$ cat src/rtl/pio_pkg.sv
// pio_pkg
// Shared definitions for the PIO block: FIFO join encodings, default FIFO
// geometry and a helper that folds the reserved join encoding onto "separate".
// No ports (package).

package pio_pkg;

   typedef enum logic [1:0] {
      JOIN_NONE = 2'd0,
      JOIN_TX   = 2'd1,
      JOIN_RX   = 2'd2
   } joinMode_e;

   localparam int FIFO_WIDTH = 32;
   localparam int FIFO_DEPTH = 4;

   // Encoding 3 has no meaning of its own and behaves exactly like JOIN_NONE.
   function automatic joinMode_e normaliseJoin(input logic [1:0] raw);
      return (raw == 2'd3) ? JOIN_NONE : joinMode_e'(raw);
   endfunction

endpackage

$ cat src/rtl/pio_fifo_ring.sv
// pio_fifo_ring
// One circular buffer with SIZE storage words and a runtime capacity limit.
// Ports:
//   i_clk, i_reset (sync, active-low), i_flush (empty this cycle)
//   i_cap      : active capacity in words (0..SIZE)
//   i_push/i_din, i_pull/o_dout (show-ahead, combinational read)
//   o_full, o_empty, o_level : derived from registered state
//   o_over, o_under          : single-cycle event pulses for the sticky flags

module pio_fifo_ring #(
   parameter int WIDTH = 32,
   parameter int SIZE  = 8,
   parameter int LW    = $clog2(SIZE) + 1
) (
   input  logic             i_clk,
   input  logic             i_reset,
   input  logic             i_flush,
   input  logic [LW-1:0]    i_cap,
   input  logic             i_push,
   input  logic [WIDTH-1:0] i_din,
   input  logic             i_pull,
   output logic [WIDTH-1:0] o_dout,
   output logic             o_full,
   output logic             o_empty,
   output logic [LW-1:0]    o_level,
   output logic             o_over,
   output logic             o_under
);

   localparam int PW = $clog2(SIZE);

   logic [WIDTH-1:0] r_mem [SIZE];
   logic [PW-1:0]    r_wrPtr;
   logic [PW-1:0]    r_rdPtr;
   logic [LW-1:0]    r_level;

   logic w_full;
   logic w_empty;
   logic w_pullOk;
   logic w_pushOk;

   // A zero capacity makes the ring both full and empty, so every push and
   // pull is refused. A push into a full ring is still accepted when a pull
   // frees a slot in the same cycle.
   assign w_full   = (r_level == i_cap);
   assign w_empty  = (r_level == '0);
   assign w_pullOk = i_pull && !w_empty && !i_flush;
   assign w_pushOk = i_push && (!w_full || w_pullOk) && !i_flush;

   assign o_over   = i_push && !w_pushOk && !i_flush;
   assign o_under  = i_pull && w_empty && !i_flush;
   assign o_full   = w_full;
   assign o_empty  = w_empty;
   assign o_level  = r_level;
   assign o_dout   = r_mem[r_rdPtr];

   // Storage has no reset; contents survive reset and flush as stale data.
   always_ff @(posedge i_clk) begin
      if (i_reset && w_pushOk) begin
         r_mem[r_wrPtr] <= i_din;
      end
   end

   // Pointers wrap naturally at SIZE; level tracks accepted pushes minus pulls.
   always_ff @(posedge i_clk) begin
      if (!i_reset || i_flush) begin
         r_wrPtr <= '0;
         r_rdPtr <= '0;
         r_level <= '0;
      end else begin
         if (w_pushOk) r_wrPtr <= r_wrPtr + PW'(1);
         if (w_pullOk) r_rdPtr <= r_rdPtr + PW'(1);
         case ({w_pushOk, w_pullOk})
            2'b10:   r_level <= r_level + LW'(1);
            2'b01:   r_level <= r_level - LW'(1);
            default: r_level <= r_level;
         endcase
      end
   end

endmodule

$ cat src/rtl/pio_fifo_pair.sv
// pio_fifo_pair
// TX/RX FIFO pair for one PIO state machine with join modes, level reporting
// and sticky overflow/underflow flags.
// Ports:
//   i_clk, i_reset (sync, active-low)
//   i_join (0 separate, 1 TX joined, 2 RX joined, 3 = 0), i_flush, i_clear_flags
//   TX: i_tx_push/i_tx_din (system), i_tx_pull/o_tx_dout (machine),
//       o_tx_full, o_tx_empty, o_tx_level
//   RX: i_rx_push/i_rx_din (machine), i_rx_pull/o_rx_dout (system),
//       o_rx_full, o_rx_empty, o_rx_level
//   o_tx_over, o_tx_under, o_rx_over, o_rx_under : sticky flags

module pio_fifo_pair
   import pio_pkg::*;
#(
   parameter int WIDTH = FIFO_WIDTH,
   parameter int DEPTH = FIFO_DEPTH,
   parameter int LW    = $clog2(2*DEPTH) + 1
) (
   input  logic             i_clk,
   input  logic             i_reset,
   input  logic [1:0]       i_join,
   input  logic             i_flush,
   input  logic             i_clear_flags,
   input  logic             i_tx_push,
   input  logic [WIDTH-1:0] i_tx_din,
   input  logic             i_tx_pull,
   output logic [WIDTH-1:0] o_tx_dout,
   output logic             o_tx_full,
   output logic             o_tx_empty,
   output logic [LW-1:0]    o_tx_level,
   input  logic             i_rx_push,
   input  logic [WIDTH-1:0] i_rx_din,
   input  logic             i_rx_pull,
   output logic [WIDTH-1:0] o_rx_dout,
   output logic             o_rx_full,
   output logic             o_rx_empty,
   output logic [LW-1:0]    o_rx_level,
   output logic             o_tx_over,
   output logic             o_tx_under,
   output logic             o_rx_over,
   output logic             o_rx_under
);

   joinMode_e     r_joinQ;
   joinMode_e     w_joinNew;
   logic          w_joinChange;
   logic          w_flush;
   logic [LW-1:0] w_txCap;
   logic [LW-1:0] w_rxCap;
   logic          w_txOverEvt;
   logic          w_txUnderEvt;
   logic          w_rxOverEvt;
   logic          w_rxUnderEvt;
   logic          r_txOver;
   logic          r_txUnder;
   logic          r_rxOver;
   logic          r_rxUnder;

   // A join change empties both rings in the same cycle, which also discards
   // that cycle's pushes and pulls and suppresses their flag events.
   assign w_joinNew    = normaliseJoin(i_join);
   assign w_joinChange = (w_joinNew != r_joinQ);
   assign w_flush      = i_flush || w_joinChange;

   always_ff @(posedge i_clk) begin
      if (!i_reset) begin
         r_joinQ <= JOIN_NONE;
      end else if (w_joinChange) begin
         r_joinQ <= w_joinNew;
      end
   end

   // Joining hands the whole storage of both directions to one side and
   // leaves the other with zero capacity.
   always_comb begin
      w_txCap = LW'(DEPTH);
      w_rxCap = LW'(DEPTH);
      case (r_joinQ)
         JOIN_TX: begin
            w_txCap = LW'(2*DEPTH);
            w_rxCap = '0;
         end
         JOIN_RX: begin
            w_txCap = '0;
            w_rxCap = LW'(2*DEPTH);
         end
         default: begin
            w_txCap = LW'(DEPTH);
            w_rxCap = LW'(DEPTH);
         end
      endcase
   end

   pio_fifo_ring #(.WIDTH(WIDTH), .SIZE(2*DEPTH), .LW(LW)) u_txRing (
      .i_clk   (i_clk),
      .i_reset (i_reset),
      .i_flush (w_flush),
      .i_cap   (w_txCap),
      .i_push  (i_tx_push),
      .i_din   (i_tx_din),
      .i_pull  (i_tx_pull),
      .o_dout  (o_tx_dout),
      .o_full  (o_tx_full),
      .o_empty (o_tx_empty),
      .o_level (o_tx_level),
      .o_over  (w_txOverEvt),
      .o_under (w_txUnderEvt)
   );

   pio_fifo_ring #(.WIDTH(WIDTH), .SIZE(2*DEPTH), .LW(LW)) u_rxRing (
      .i_clk   (i_clk),
      .i_reset (i_reset),
      .i_flush (w_flush),
      .i_cap   (w_rxCap),
      .i_push  (i_rx_push),
      .i_din   (i_rx_din),
      .i_pull  (i_rx_pull),
      .o_dout  (o_rx_dout),
      .o_full  (o_rx_full),
      .o_empty (o_rx_empty),
      .o_level (o_rx_level),
      .o_over  (w_rxOverEvt),
      .o_under (w_rxUnderEvt)
   );

   // Sticky flags: a new event in the same cycle as a clear keeps the flag set.
   always_ff @(posedge i_clk) begin
      if (!i_reset) begin
         r_txOver  <= 1'b0;
         r_txUnder <= 1'b0;
         r_rxOver  <= 1'b0;
         r_rxUnder <= 1'b0;
      end else begin
         r_txOver  <= (r_txOver  && !i_clear_flags) || w_txOverEvt;
         r_txUnder <= (r_txUnder && !i_clear_flags) || w_txUnderEvt;
         r_rxOver  <= (r_rxOver  && !i_clear_flags) || w_rxOverEvt;
         r_rxUnder <= (r_rxUnder && !i_clear_flags) || w_rxUnderEvt;
      end
   end

   assign o_tx_over  = r_txOver;
   assign o_tx_under = r_txUnder;
   assign o_rx_over  = r_rxOver;
   assign o_rx_under = r_rxUnder;

endmodule

$ cat config.mk
export PLATFORM = sky130hd
export DESIGN_NAME = pio_fifo_pair
export DESIGN_NICKNAME = d
export VERILOG_FILES = /design/src/rtl/pio_pkg.sv /design/src/rtl/pio_fifo_ring.sv /design/src/rtl/pio_fifo_pair.sv
export SDC_FILE = /design/constraint.sdc
export NUM_CORES = 1
export LEC_CHECK = 0
export ABC_AREA = 1
export ABC_CLOCK_PERIOD_IN_PS = 3600
export CAP_MARGIN = 20
export CORE_ASPECT_RATIO = 0.5
export CORE_MARGIN = 1.5
export CORE_UTILIZATION = 51
export CTS_BUF_LIST = sky130_fd_sc_hd__clkbuf_2 sky130_fd_sc_hd__clkbuf_4 sky130_fd_sc_hd__clkbuf_8
export CTS_CLUSTER_DIAMETER = 120
export DETAILED_ROUTE_END_ITERATION = 10
export PLACE_DENSITY = 0.73
export SETUP_SLACK_MARGIN = 0.3
export SYNTH_ARGS = -nofsm -noshare
export SYNTH_HDL_FRONTEND = slang
export SYNTH_SLANG_ARGS = --single-unit
$ cat constraint.sdc
create_clock -name i_clk -period 3.6 [get_ports i_clk]
set_input_delay 0.36 -clock i_clk [delete_from_list [all_inputs] [get_ports i_clk]]
set_output_delay 0.36 -clock i_clk [all_outputs]
set_load 0.03 [all_outputs]
==> results of run 1 <==
[state kept, by name, indices dropped and copies added (netlist names), named ones only]
| register | cells |
|---|---|
| o_rx_over | 1 |
| o_rx_under | 1 |
| o_tx_over | 1 |
| o_tx_under | 1 |
| r_joinQ | 2 |
| u_rxRing.o_level | 4 |
| u_rxRing.r_mem | 256 |
| u_rxRing.r_rdPtr | 3 |
| u_rxRing.r_wrPtr | 3 |
| u_txRing.o_level | 4 |
| u_txRing.r_mem | 256 |
| u_txRing.r_rdPtr | 3 |
| u_txRing.r_wrPtr | 3 |
[final cells by class]
class                   instances  area share, %
well taps                     577           2.84
clock buffers                 103           5.02
inverters                      42          0.661
flip-flops and latches        544           63.2
repair buffers                191           8.04
multi-input cells            1006           19.9
clock inverters                21          0.414
[kinds of logic (layout without fill, tap and decap cells)]
kind of cell | count (synthesis) | after routing | share of synthesized area [%]
buf+inv | 141 | 357 | 3.27
fa+ha+maj | 14 | 14 | 0.878
flops | 544 | 544 | 73.9
simple gates | 698 | 698 | 12.7
compound gates | 288 | 288 | 8.96
xor+xnor | 6 | 6 | 0.243
[critical path, stage by stage, from the launching register on]
cell	delay, ns
sky130_fd_sc_hd__dfxtp_4	0.37
sky130_fd_sc_hd__inv_4	0.23
sky130_fd_sc_hd__buf_16	0.28
sky130_fd_sc_hd__nor2_1	0.09
sky130_fd_sc_hd__o32ai_1	0.28
sky130_fd_sc_hd__nand2_1	0.08
sky130_fd_sc_hd__nand2_1	0.12
sky130_fd_sc_hd__clkdlybuf4s50_1	0.69
[metal layers]
metal	wire [um]	global-route usage (%)	part of all wire (%)	vias up
met4	763	6.16	1.6	0
met3	2440	3.92	5.2	66
met1	20000	28.2	43	6664
li1	-	-	-	6433
met5	0	0	0	-
met2	23300	36.4	50	364
[power by group through the flow]
stage | Combinational [W] | Sequential, W | Clock, W
floorplan | 0.000143 | 0.00708 | 0
global placement | 0.000362 | 0.00707 | 0
detailed placement | 0.000370 | 0.00707 | 0
CTS | 0.000372 | 0.00694 | 0.00461
global route | 0.000400 | 0.00694 | 0.00486
finish | 0.000370 | 0.00694 | 0.00451
[cell usage in the layout (no fill, tap or decap), drive strengths merged, types with 4 or more instances in the layout]
cell,netlist,layout
clkdlybuf4s50,0,152
ha,12,12
a21oi,20,20
o21ai,139,139
nor3,5,5
nor2,429,429
nand2,242,242
xor2,4,4
buf,55,38
nand3,16,16
clkinv,1,19
clkbuf,44,103
edfxtp,512,512
dfxtp,32,32
inv,41,44
o32ai,128,128
[what timing repair did]
action                     4_1_cts  5_1_grt
resized for setup                0        7
setup buffers                    2        1
setup endpoints to repair       22       20
gates cloned                     0        0
hold endpoints to repair         0        0
[metrics by stage]
| step | TNS, ns | instance area, um^2 | setup slack [ns] |
|---|---|---|---|
| after global placement | 0 | 23900 | 0.742 |
| after CTS | 0 | 25300 | 0.314 |
| after detailed placement | 0 | 23900 | 0.688 |
| final | 0 | 25400 | 0.439 |
| after floorplan | -30.93 | 21700 | -0.242 |
| after global routing | 0 | 25400 | 0.297 |
[final timing paths]
kind / startpoint / end / slack, ns / cells past startpoint
worst min-delay path: i_tx_pull / o_tx_under / 0.37 / 3
worst min register to register: o_tx_under / o_tx_under / 0.47 / 2
worst max-delay path: flip-flop / o_tx_dout[30] / 0.44 / 7
worst max register to register: r_joinQ[0] / u_rxRing.o_level[3] / 0.96 / 13
==> results.ini, run 1 <==
[clock_tree]
cts_hold_repair.buffers=0
htree_num_levels=3
cts_tree=done
clock_sinks=544
clk-insertion-delay-late_ns=0.62
clock_path_buffers=3
clkSlewWorstSetupHoldPaths_ns=0.06
number_of_clock_buffers_inserted_by_tritoncts=75
cts_root_buffer=sky130_fd_sc_hd__clkbuf_8

[grt]
grt_antenna_before_repair=0
grt_pass1_wl_um=71700
globalRouteOverflowTotal=0
grt_pass1_vias=13200
grt_usage_pct=21.3
maximum_number_of_pins_on_one_net_before_global_route_repair=129

[layout]
flow.area_growth_from_synthesis_pct=17.2
post_route_cells_drive_above_1_share_pct=10.1
register_area_mm2=0.0160
design.final.nets=1948
multiInputGateArea_mm2=0.00504
fillerInstances=3278
non_filler_cells_final=2484
diodes=0
finalCoreUtilization_pct=60.6

[floorplanning]
die_area_mm2=0.0438
start_util_pct=51.7
die_height_um=149
die_width_um=294
rows=53
floorplan.io_pins=154
core_region_area_mm2=0.0419

[synth]
yosysUniqueCellTypes=32
synth.cells.most_frequent=sky130_fd_sc_hd__edfxtp_1, sky130_fd_sc_hd__nor2_1, sky130_fd_sc_hd__nand2_1, sky130_fd_sc_hd__o21ai_0, sky130_fd_sc_hd__o32ai_1
syn-num-nets=1779
ys.flop_type=sky130_fd_sc_hd__edfxtp_1
syn_area_per_cell_um2=12.8
yosysTopAreaCellShare_pct=71.0
synth_warnings=0
synth.cell_area_mm2=0.0217
synth.most_common_cell=sky130_fd_sc_hd__edfxtp_1
postSynthCellCount=1691
top_cells_by_area_in_the_synthesized_netlist=sky130_fd_sc_hd__edfxtp_1, sky130_fd_sc_hd__nor2_1, sky130_fd_sc_hd__o32ai_1, sky130_fd_sc_hd__nand2_1, sky130_fd_sc_hd__o21ai_0
async_reset_ff_share_pct=0
synth_seq_cells=544
synth.yosys.seq_area_share_pct=73.9
post-synth-top-area-cell=sky130_fd_sc_hd__edfxtp_1
number_of_enable_type_register_cells_in_the_synthesized_netlist=512

[power_and_ir_drop]
power_switching_share_pct=20.7
cell_internal_pwr_w=0.00936
cellLeakagePower_nw=8.65
register_share_of_total_power_pct=58.7
areal_power_density_over_the_cells_mw_per_mm2=466
clock_power_share_pct=38.1
power_switching_w=0.00245
p_total_w=0.0118
worst_ir_drop_vdd_v=0.000276
p_comb_share_pct=3.1

[outcome]
result_of_the_run=finished clean

[detailed_routing]
via_count=13500
wl_per_cell_um=18.7
detailedRoute.firstPassIterationCount=5
initialDrtViolationCount=1161
post_drt_via_cell_ratio=5.45
route.final.wire_length_um=46500
drt_drc_violations_left=0
route.antenna.remaining_nets=0

[timing]
hold_slack_ns=0.373
grt_setup_unrepaired=yes
worst_slew_margin_relative_to_its_limit_pct=60.4
worst-slew-pin-transition_ns=0.594
setup_viol_count_final=0
max_clock_freq_mhz=316
final_hold_violation_count=0
finalCriticalPeriod_ns=3.16
drv_slew=0
largest_clock_skew_in_the_final_design_ns=0.0247
min_period_over_period_pct=87.8

[placement]
port_buffers=153
dp.final_hpwl_um=23700
gp_congestion=0.778
placedCellCount=2357

[critical_path]
path_class=flip-flop to primary output
end_kind=primary output
crit_path_start_kind=flip-flop
worst_ep_arrival_time_ns=2.80
cp_data_required_time_ns=3.24
path_max_fanout=58

[run]
timing.max_cap.violations=0

[hold_path]
hp-class=input port to flip-flop

Note: power is estimated with default switching activity, not from simulation.
==> run 2, diff against run 1 <==
- ABC_AREA: 1 -> not set
- CORE_UTILIZATION: 51 -> 45
- PLACE_DENSITY: 0.73 -> 0.66
==> results.ini, run 2 <==
[clock_tree]
clk-insertion-delay-late_ns=0.62
clock_path_buffers=3
clock_sinks=544
cts_tree=done
number_of_clock_buffers_inserted_by_tritoncts=76
cts_hold_repair.buffers=0
htree_num_levels=3
clkSlewWorstSetupHoldPaths_ns=0.07
cts_root_buffer=sky130_fd_sc_hd__clkbuf_8

[synth]
synth_warnings=0
synth_seq_cells=544
number_of_enable_type_register_cells_in_the_synthesized_netlist=512
top_cells_by_area_in_the_synthesized_netlist=sky130_fd_sc_hd__edfxtp_1, sky130_fd_sc_hd__mux4_2, sky130_fd_sc_hd__mux2_2, sky130_fd_sc_hd__dfxtp_1, sky130_fd_sc_hd__ha_1
synth.cells.most_frequent=sky130_fd_sc_hd__edfxtp_1, sky130_fd_sc_hd__mux4_2, sky130_fd_sc_hd__mux2_2, sky130_fd_sc_hd__dfxtp_1, sky130_fd_sc_hd__nor2_1
yosysTopAreaCellShare_pct=73.2
ys.flop_type=sky130_fd_sc_hd__edfxtp_1
postSynthCellCount=943
syn-num-nets=1031
synth.yosys.seq_area_share_pct=76.3
yosysUniqueCellTypes=47
post-synth-top-area-cell=sky130_fd_sc_hd__edfxtp_1
synth.most_common_cell=sky130_fd_sc_hd__edfxtp_1
async_reset_ff_share_pct=0
synth.cell_area_mm2=0.0210
syn_area_per_cell_um2=22.3

[layout]
multiInputGateArea_mm2=0.00493
fillerInstances=3440
design.final.nets=1262
leading_cell_types_in_the_layout_fill_and_taps_excluded=sky130_fd_sc_hd__edfxtp_1, sky130_fd_sc_hd__clkdlybuf4s50_1, sky130_fd_sc_hd__mux4_2
layout_top_registers=u_rxRing.r_mem: 256 flops, u_txRing.r_mem: 256 flops
fin_area_mm2=0.0253
flow.area_growth_from_synthesis_pct=20.3
non_filler_cells_final=1852
layout_commonest_cell=sky130_fd_sc_hd__edfxtp_1
post_route_cells_drive_above_1_share_pct=31.2
register_area_mm2=0.0160

[critical_path]
path_max_fanout=22
worst_r2r_endpoint=u_rxRing.o_level[3]
worst_r2r_path_depth=11
cp_data_required_time_ns=3.24
crit_path_start_kind=flip-flop
critPathCapture=o_rx_dout[7]
end_kind=primary output
path_class=flip-flop to primary output
reg2reg_from=r_joinQ[0]
r2r_setup_slack_ns=0.51
worst_ep_arrival_time_ns=2.81

[power_and_ir_drop]
register_share_of_total_power_pct=59.1
clock_power_share_pct=38.0
cellLeakagePower_nw=7.76
power_switching_w=0.00240
worst_ir_drop_vdd_v=0.000306
p_total_w=0.0117
cell_internal_pwr_w=0.00934
power_switching_share_pct=20.5
p_comb_share_pct=2.9
areal_power_density_over_the_cells_mw_per_mm2=465

[timing]
total_neg_setup_slack_ns=0
worst-slew-pin-transition_ns=0.838
worst_slew_margin_relative_to_its_limit_pct=44.2
max_clock_freq_mhz=316
finalCriticalPeriod_ns=3.17
fin_ws_ns=0.434
setup_viol_count_final=0
grt_setup_unrepaired=no
drv_slew=0
largest_clock_skew_in_the_final_design_ns=0.0287
final_hold_violation_count=0
min_period_over_period_pct=87.9

[placement]
gp_congestion=0.722
placedCellCount=1710
port_buffers=153
dp.final_hpwl_um=22600
placedInstanceArea_mm2=0.0237
pre_cts_ws_ns=0.345

[outcome]
result_of_the_run=finished clean

[grt]
globalRouteOverflowTotal=0
grt_pass1_wl_um=63800
grt_antenna_before_repair=3
grt_usage_pct=17.8
maximum_number_of_pins_on_one_net_before_global_route_repair=65
grt_pass1_vias=10800

[detailed_routing]
detailedRoute.firstPassIterationCount=4
route.antenna.remaining_nets=0
post_drt_via_cell_ratio=5.33
route.final.wire_length_um=41200
initialDrtViolationCount=562
wl_per_cell_um=22.2
via_count=9870
drt_drc_violations_left=0

[floorplanning]
floorplan.io_pins=154
rows=55
start_util_pct=46.0
die_width_um=309
die_height_um=156
core_region_area_mm2=0.0456
die_area_mm2=0.0481

[run]
timing.max_cap.violations=0

[hold_path]
hp-class=input port to flip-flop

-- run 2: cell types whose count changed in the layout (fill, tap and decap cells not counted), moves of 5 or more --
cell                      before  now
sky130_fd_sc_hd__mux2_2        0   64
sky130_fd_sc_hd__buf_4        22   27
sky130_fd_sc_hd__nor4_4        0   12
sky130_fd_sc_hd__nor2_1      415   22
sky130_fd_sc_hd__mux4_2        0  128
sky130_fd_sc_hd__nor2_4       12    0
sky130_fd_sc_hd__nand2_1     237   19
sky130_fd_sc_hd__nand3_1      12    5
sky130_fd_sc_hd__o32ai_1     128    0
sky130_fd_sc_hd__o21ai_0     138    3
sky130_fd_sc_hd__inv_1        37   11
-- run 2: per-layer routing --
| metal | global-route usage, % | up-vias | wire length, um |
|---|---|---|---|
| met3 | 3.76 | 54 | 1560 |
| met4 | 5.00 | 0 | 612 |
| li1 | - | 4396 | - |
| met2 | 31.3 | 184 | 21800 |
| met1 | 22.4 | 5236 | 17200 |
| met5 | 0 | - | 0 |
-- run 2: power groups by stage --
stage / clock network, W / logic, W / registers (W)
floorplan: 0 / 0.000129 / 0.00708
global placement: 0 / 0.000329 / 0.00707
detailed placement: 0 / 0.000342 / 0.00707
CTS: 0.00461 / 0.000345 / 0.00694
global route: 0.00489 / 0.000366 / 0.00693
finish: 0.00447 / 0.000340 / 0.00694
-- run 2: worst min-delay path by stage --
stage                                    from          to  slack [ns]  depth (start not counted)
after detailed placement           o_rx_under  o_rx_under        0.44                          2
after global routing                i_rx_pull  o_rx_under        0.39                          3
after global placement              o_tx_over   o_tx_over        0.44                          2
after floorplan           u_txRing.r_rdPtr[1]   flip-flop        0.45                          2
final                               i_rx_pull  o_rx_under        0.41                          3
after CTS                           i_rx_pull  o_rx_under        0.36                          3
-- run 2: kinds of logic (layout without fill, tap and decap cells) --
| logic type | Yosys count | count (layout) | synth area share, % |
|---|---|---|---|
| buf+inv | 56 | 335 | 1.39 |
| xor+xnor | 14 | 14 | 0.584 |
| mux | 194 | 194 | 17.3 |
| compound gates | 29 | 29 | 1.20 |
| simple gates | 92 | 92 | 2.40 |
| fa+ha+maj | 14 | 14 | 0.906 |
| other cells | 0 | 3 | 0 |
| flops | 544 | 544 | 76.3 |
-- run 2: what timing repair did --
| action | 4_1_cts | 5_1_grt |
|---|---|---|
| setup endpoints to repair | 49 | 4 |
| pin swaps | 0 | 0 |
| buffers inserted | 8 | 5 |
| resized for setup | 1 | 1 |
-- run 2: stage by stage --
stage                     hold WS, ns  utilization, %
after global routing            0.393            55.4
after CTS                       0.360            55.3
final                           0.410            55.4
after global placement          0.435            52.0
after floorplan                 0.454               -
after detailed placement        0.442            52.0
-- run 2: cell type report --
type / count / area share, %
sequential: 544 / 63.4
antenna: 3 / 0.0297
clock buffer: 103 / 4.99
multi-input combinational: 343 / 19.5
timing repair buffer: 198 / 8.30
tap: 627 / 3.11
inverter: 11 / 0.163
clock inverter: 23 / 0.446
-- run 2: critical path, stage by stage, from the launching register on --
cell	delay (ns)
sky130_fd_sc_hd__dfxtp_4	0.39
sky130_fd_sc_hd__buf_12	0.14
sky130_fd_sc_hd__buf_12	0.21
sky130_fd_sc_hd__mux4_2	0.52
sky130_fd_sc_hd__mux2_2	0.30
sky130_fd_sc_hd__clkdlybuf4s50_1	0.61
